## src/rtl/frontend_sw_pkg.sv

```systemverilog
// Shared definitions for the RX frontend-to-DSP channel switch sequencer.
package frontend_sw_pkg;

    typedef enum logic [1:0] {
        StIdle     = 2'd0,
        StWaitIdle = 2'd1,
        StSwitch   = 2'd2,
        StSettle   = 2'd3
    } fsw_state_e;

    // Settings register offsets relative to BASE
    localparam logic [7:0] REQ_OFS  = 8'd0;
    localparam logic [7:0] TIME_OFS = 8'd1;

    // Field positions inside the settings data word
    localparam int unsigned FORCE_BIT  = 31;
    localparam int unsigned TMO_LSB    = 16;
    localparam int unsigned SETTLE_MSB = 15;

endpackage

```

## src/rtl/fsw_downcnt.sv

```systemverilog
// 16-bit loadable down-counter; holds at zero and flags it.
module fsw_downcnt
    import frontend_sw_pkg::*;
(
    input  logic        clk,
    input  logic        rst,
    input  logic        load,
    input  logic [15:0] load_val,
    input  logic        dec,
    output logic        zero
);

    logic [15:0] count_q;

    // Load has priority over decrement; decrement stops at zero
    always_ff @(posedge clk or posedge rst) begin
        if (rst) begin
            count_q <= 16'd0;
        end else if (load) begin
            count_q <= load_val;
        end else if (dec && (count_q != 16'd0)) begin
            count_q <= count_q - 16'd1;
        end
    end

    assign zero = (count_q == 16'd0);

endmodule

```

## src/rtl/frontend_sw_ctrl.sv

```systemverilog
// Frontend switch sequencer: waits for affected DSP channels to go idle (or a
// timeout), applies the new ADC mapping and blanks changed channels while the
// frontend settles. Optional statistics counters via FRONTEND_SW_STATS_EN.
module frontend_sw_ctrl
    import frontend_sw_pkg::*;
#(
    parameter logic [7:0]  BASE  = 8'd0,
    parameter int unsigned WIDTH = 4
) (
    input  logic             clk,
    input  logic             rst,
    input  logic             set_stb,
    input  logic [7:0]       set_addr,
    input  logic [31:0]      set_data,
    input  logic [WIDTH-1:0] run_in,
    output logic [WIDTH-1:0] front_sw,
    output logic [WIDTH-1:0] blank,
    output logic             busy,
    output logic             timeout_flag
`ifdef FRONTEND_SW_STATS_EN
    ,
    output logic [15:0]      sw_count,
    output logic [15:0]      tmo_count
`endif
);

    localparam logic [7:0] ADDR_REQ  = BASE + REQ_OFS;
    localparam logic [7:0] ADDR_TIME = BASE + TIME_OFS;

    fsw_state_e       state_q;
    logic [WIDTH-1:0] req_q, chg_q;
    logic             force_q, pend_q, tmo_armed_q;
    logic [15:0]      settle_q, tmo_q;

    logic             base_wr, time_wr;
    logic [WIDTH-1:0] wr_req, wr_chg, idle_chg;
    logic             idle_start, wait_exit, timeout_hit;
    logic             tmo_load, tmo_dec, tmo_zero;
    logic             set_load, set_dec, set_zero;
    logic [15:0]      tmo_ld_val;

    // Decode settings writes and the FSM transition conditions
    always_comb begin
        base_wr    = set_stb && (set_addr == ADDR_REQ);
        time_wr    = set_stb && (set_addr == ADDR_TIME);
        wr_req     = set_data[WIDTH-1:0];
        wr_chg     = wr_req ^ front_sw;
        idle_chg   = req_q ^ front_sw;
        // A write in IDLE starts immediately; otherwise a latched request is used
        idle_start = (state_q == StIdle) &&
                     (base_wr ? (wr_chg != '0) : (pend_q && (idle_chg != '0)));
        // A concurrent request write keeps us waiting with the new mapping
        wait_exit  = (state_q == StWaitIdle) && !base_wr &&
                     (force_q || ((run_in & chg_q) == '0) || (tmo_armed_q && tmo_zero));
        timeout_hit = wait_exit && !force_q && ((run_in & chg_q) != '0);
        // Counter is loaded with tmo-1 so the wait lasts exactly tmo cycles
        tmo_ld_val = (tmo_q == 16'd0) ? 16'd0 : tmo_q - 16'd1;
        tmo_load   = idle_start || ((state_q == StWaitIdle) && base_wr);
        tmo_dec    = (state_q == StWaitIdle);
        set_load   = wait_exit;
        set_dec    = (state_q == StSwitch) || (state_q == StSettle);
    end

    fsw_downcnt u_tmo_cnt (
        .clk      (clk),
        .rst      (rst),
        .load     (tmo_load),
        .load_val (tmo_ld_val),
        .dec      (tmo_dec),
        .zero     (tmo_zero)
    );

    fsw_downcnt u_settle_cnt (
        .clk      (clk),
        .rst      (rst),
        .load     (set_load),
        .load_val (settle_q),
        .dec      (set_dec),
        .zero     (set_zero)
    );

    // Settings registers and the switch sequencing FSM
    always_ff @(posedge clk or posedge rst) begin
        if (rst) begin
            state_q      <= StIdle;
            req_q        <= '0;
            chg_q        <= '0;
            force_q      <= 1'b0;
            pend_q       <= 1'b0;
            tmo_armed_q  <= 1'b0;
            settle_q     <= 16'd0;
            tmo_q        <= 16'd0;
            front_sw     <= '0;
            blank        <= '0;
            timeout_flag <= 1'b0;
        end else begin
            if (base_wr) begin
                req_q        <= wr_req;
                force_q      <= set_data[FORCE_BIT];
                pend_q       <= 1'b1;
                timeout_flag <= 1'b0;
            end
            if (time_wr) begin
                settle_q <= set_data[SETTLE_MSB:0];
                tmo_q    <= set_data[31:TMO_LSB];
            end
            unique case (state_q)
                StIdle: begin
                    // Any request seen here is consumed, including no-ops
                    pend_q <= 1'b0;
                    if (idle_start) begin
                        state_q     <= StWaitIdle;
                        chg_q       <= base_wr ? wr_chg : idle_chg;
                        tmo_armed_q <= (tmo_q != 16'd0);
                    end
                end
                StWaitIdle: begin
                    if (base_wr) begin
                        pend_q      <= 1'b0;
                        chg_q       <= wr_chg;
                        tmo_armed_q <= (tmo_q != 16'd0);
                    end else if (wait_exit) begin
                        state_q  <= StSwitch;
                        front_sw <= req_q;
                        blank    <= chg_q;
                        if (timeout_hit) begin
                            timeout_flag <= 1'b1;
                        end
                    end
                end
                StSwitch: begin
                    if (set_zero) begin
                        state_q <= StIdle;
                        blank   <= '0;
                    end else begin
                        state_q <= StSettle;
                    end
                end
                StSettle: begin
                    if (set_zero) begin
                        state_q <= StIdle;
                        blank   <= '0;
                    end
                end
                default: state_q <= StIdle;
            endcase
        end
    end

    assign busy = (state_q != StIdle);

`ifdef FRONTEND_SW_STATS_EN
    // Switch counter wraps; timeout counter saturates
    always_ff @(posedge clk or posedge rst) begin
        if (rst) begin
            sw_count  <= 16'd0;
            tmo_count <= 16'd0;
        end else begin
            if (state_q == StSwitch) begin
                sw_count <= sw_count + 16'd1;
            end
            if (timeout_hit && (tmo_count != 16'hFFFF)) begin
                tmo_count <= tmo_count + 16'd1;
            end
        end
    end
`endif

endmodule

```

## config.mk

```make
export PLATFORM = sky130hd
export DESIGN_NAME = frontend_sw_ctrl
export DESIGN_NICKNAME = d
export VERILOG_FILES = /design/src/rtl/frontend_sw_pkg.sv /design/src/rtl/fsw_downcnt.sv /design/src/rtl/frontend_sw_ctrl.sv
export SDC_FILE = /design/constraint.sdc
export NUM_CORES = 1
export LEC_CHECK = 0
export BUFFER_PORTS_ARGS = -buffer_cell sky130_fd_sc_hd__buf_2
export CORE_MARGIN = 3
export CORE_UTILIZATION = 61
export DETAILED_ROUTE_END_ITERATION = 10
export HOLD_SLACK_MARGIN = 0.1
export PLACE_DENSITY_LB_ADDON = 0.12
export SETUP_SLACK_MARGIN = 0.5
export SLEW_MARGIN = 20
export SYNTH_ARGS = -nofsm -noshare
export SYNTH_HDL_FRONTEND = slang
export SYNTH_SLANG_ARGS = --single-unit
```

## constraint.sdc

```tcl
create_clock -name clk -period 5.5 [get_ports clk]
set_input_delay 1.375 -clock clk [delete_from_list [all_inputs] [get_ports clk]]
set_output_delay 1.375 -clock clk [all_outputs]
set_load 0.1 [all_outputs]
```

==> summary.txt <==
Pwr
  • Leakage: 2.48 nW
  • Maximum vdd drop: 197 uV
  • PwrDens: 406 nW/um2

Placement
  • GPL Wtd Cong: 0.958
  • Buffers on Ports: 56
  • HPWL Detailed: 7950 um
  • Placed insts: 622
  • Post-detailed-placement cell area: 5010 um2

Route
  • Number of routed nets with antenna violations: 0
  • Pre-Repair DR Iteration Count: 5
  • Routed vias/inst: 6.12
  • Routed len/inst: 17.4 um
  • Drt drc: 0
  • Final wirelength: 11,100 um
  • First DRT Iteration DRCs: 285
  • Vias: 3,908

Clocking
  • PostCTS Resize Cnt: 0
  • CTS Root Cell: clkbuf_8
  • Clk sinks: 86
  • Cts bufs inserted: 9
  • Clock tree from TritonCTS: done
  • Hold buffers post-CTS: 0
  • H-tree depth: 3
  • Clk pin slew, worst setup/hold paths: 0.08 ns
  • CTS Buffer Depth: 2
  • Clk_lat worst skew: 0.36 ns
  • Post-CTS Setup Bufs: 0

Yosys
  • Post-synthesis register bit count: 86
  • Register area share after synthesis: 0.460
  • Synth Warn #: 0
  • Number of flops mapped to enable cells by yosys: 0
  • Post-Syn Area: 4680 um2
  • Synth top area share: 0.460
  • Top post-synthesis cells by area: dfrtp_1, mux2_2, nand2_1
  • Top_reg_cell synth: dfrtp_1
  • Largest area contributor in the netlist: dfrtp_1
  • Average cell area after synthesis: 9.72 um2
  • Synth Instances: 482
  • Synth async-reset ratio: 1.00
  • Syn_nets: 534
  • Synth unique cells: 65

Finish
  • Nets: 587
  • Antenna diodes: 0
  • Post-route insts no fill: 639
  • Final instance area: 5230 um2
  • Ratio of cells with drive above 1 in the final layout: 0.233
  • Layout area overhead: 11.6%

Floorplanning
  • Starting Density: 0.635
  • Die X: 93.6 um
  • Die ar.: 8760 um2
  • I/O Pins: 57
  • FP Rows: 31
  • Die Y: 93.6 um
  • Core ar.: 7370 um2

GRT
  • Met2 global-route usage: 0.404
  • Met1 Usage GRT: 0.387
  • GRT overflow: 0
  • Largest net degree at the start of global routing: 61
  • Vias in the first global route: 3,768
  • First-pass GRT wire length: 18,400 um
  • Initial antenna violation count: 0
  • Gr usage total: 0.267
  • Grt peak-use layer: met2
  • GR Layer Usage met3: 0.0467

Worst setup path
  • Worst-path fanout max: 10
  • Startpoint types: input pin
  • Critical path class: in2reg
  • Crit. End Element: flip-flop
  • Worst EP required: 5.75 ns
  • Arrival @ worst endpoint: 3.78 ns

Status
  • Status: finished, final reports clean

Timing
  • RSZ-0062 raised after global routing: false
  • Final Hold Viols: 0
  • Maximum clock frequency: 283 MHz
  • Final Max Tran Viols: 0
  • Worst hold slack: 0.497 ns
  • Setup TNS: 0 ns
  • Setup violators final: 0
  • Fin crit share: 0.643
  • Skew final: 0.0105 ns
  • Max_slew headroom: 0.349
  • Worst-Margin Slew: 0.976 ns
  • Final worst path period need: 3.54 ns

Flow run
  • MaxCap Viol Count: 0

Min path
  • Hold Path Class: reg2reg
## report_power, final
group | internal [mW] | switching, mW | total, mW
sequential | 0.751 | 0.146 | 0.897
clock | 0.181 | 0.236 | 0.417
combinational | 0.294 | 0.517 | 0.811
## path summary, 6_finish.rpt
| kind | start | to | slack (ns) | depth (start not counted) |
|---|---|---|---|---|
| min reg2reg | settle_q[8] | u_settle_cnt.count_q[8] | 0.50 | 2 |
| min in group asynchronous | rst | tmo_q[14] | 1.13 | 2 |
| max in group asynchronous | rst | settle_q[10] | 3.53 | 3 |
| max reg2reg | u_tmo_cnt.count_q[11] | u_settle_cnt.count_q[13] | 2.33 | 6 |
| min | settle_q[8] | u_settle_cnt.count_q[8] | 0.50 | 2 |
| max | set_addr[1] | u_tmo_cnt.count_q[6] | 1.96 | 8 |
## registers in the layout, summed over array words and instances, names as in the netlist
name                  count
tmo_q                    16
front_sw                  4
chg_q                     4
force_q                   1
settle_q                 16
blank                     4
u_tmo_cnt.count_q        16
pend_q                    1
timeout_flag              1
state_q                   2
u_settle_cnt.count_q     16
req_q                     4
tmo_armed_q               1
## layer usage
metal  share of wire  wire (um)
met1            0.45       4980
met4           0.021        228
met3           0.064        713
met2            0.47       5190
met5               0          0
## cells by family (layout without fill, tap and decap cells)
kind of cell	Yosys count	in the layout	synth area share
AO/OA/AOI/OAI	110	110	0.161
XOR/XNOR	22	22	0.0411
adder cells (fa/ha/maj)	5	5	0.0134
buffers and inverters	37	95	0.0369
flip-flops	86	86	0.460
multiplexers	39	39	0.0922
AND/OR/NAND/NOR	183	183	0.196
## critical path, stage by stage
cell and delay [ns]:
buf_2 0.09, or4_1 0.61, nor3_4 0.45, nor2_2 0.18
a21oi_1 0.47, buf_4 0.25, o21ai_0 0.09, a22o_1 0.26
## cells in the final DEF, fill, tap and decap left out, types with 4 or more instances in the layout
master,count
clkbuf_8,10
o31ai_1,4
a21oi_1,26
buf_2,56
a221o_1,5
mux2i_1,6
nor4_1,8
ha_1,5
nor3_1,25
a211oi_1,5
nand2_1,70
xnor2_1,14
inv_1,15
buf_4,4
xor2_1,8
o21ai_1,15
mux2_2,33
nand3_1,16
a22oi_1,4
nand4_1,6
and3_1,4
nor2_1,24
dfrtp_1,86
a31oi_1,7
o22ai_1,4
or3_1,6
or4_1,4
o21ai_0,11
a22o_1,4
## per-stage QoR
stage | power (mW) | utilization | worst slack (ns)
final | 2.12 | 0.709 | 1.96
after global routing | 2.26 | 0.709 | 1.84
after CTS | 2.12 | 0.705 | 1.88
after detailed placement | 1.70 | 0.680 | 1.50
after global placement | 1.68 | 0.680 | 1.56
after floorplan | 1.51 | - | 1.90
## layout make-up
class                      instances  area [um2]
tap                               99         124
sequential                        86        2150
inverter                          18        70.1
clock buffer                      11         141
multi-input combinational        359        2360
clock inverter                     5        41.3
fill                             597        2140
timing repair buffer              61         338
## cells in the mapped netlist (all sizes together), types with 2 or more instances
cell and instances:
inv 17, a21oi 26, and3 4, nor3b 2, o22ai 5, nand3 16
o31ai 4, a31o 2, xor2 8, a22o 4, mux2 33, a31oi 8
ha 5, nand4b 2, o21ai 27, nor4 8, or4b 2, dfrtp 86
a221o 5, nand4 6, a22oi 4, clkbuf 5, nor3 28, nand3b 3
o21a 2, a41oi 2, buf 14, nor2 26, or4 5, a211oi 6
o221ai 2, nand2 70, o211ai 2, o2bb2ai 2, xnor2 14, or3 6
o31a 3, mux2i 6
No activity file was read; power rests on OpenSTA's default activity.
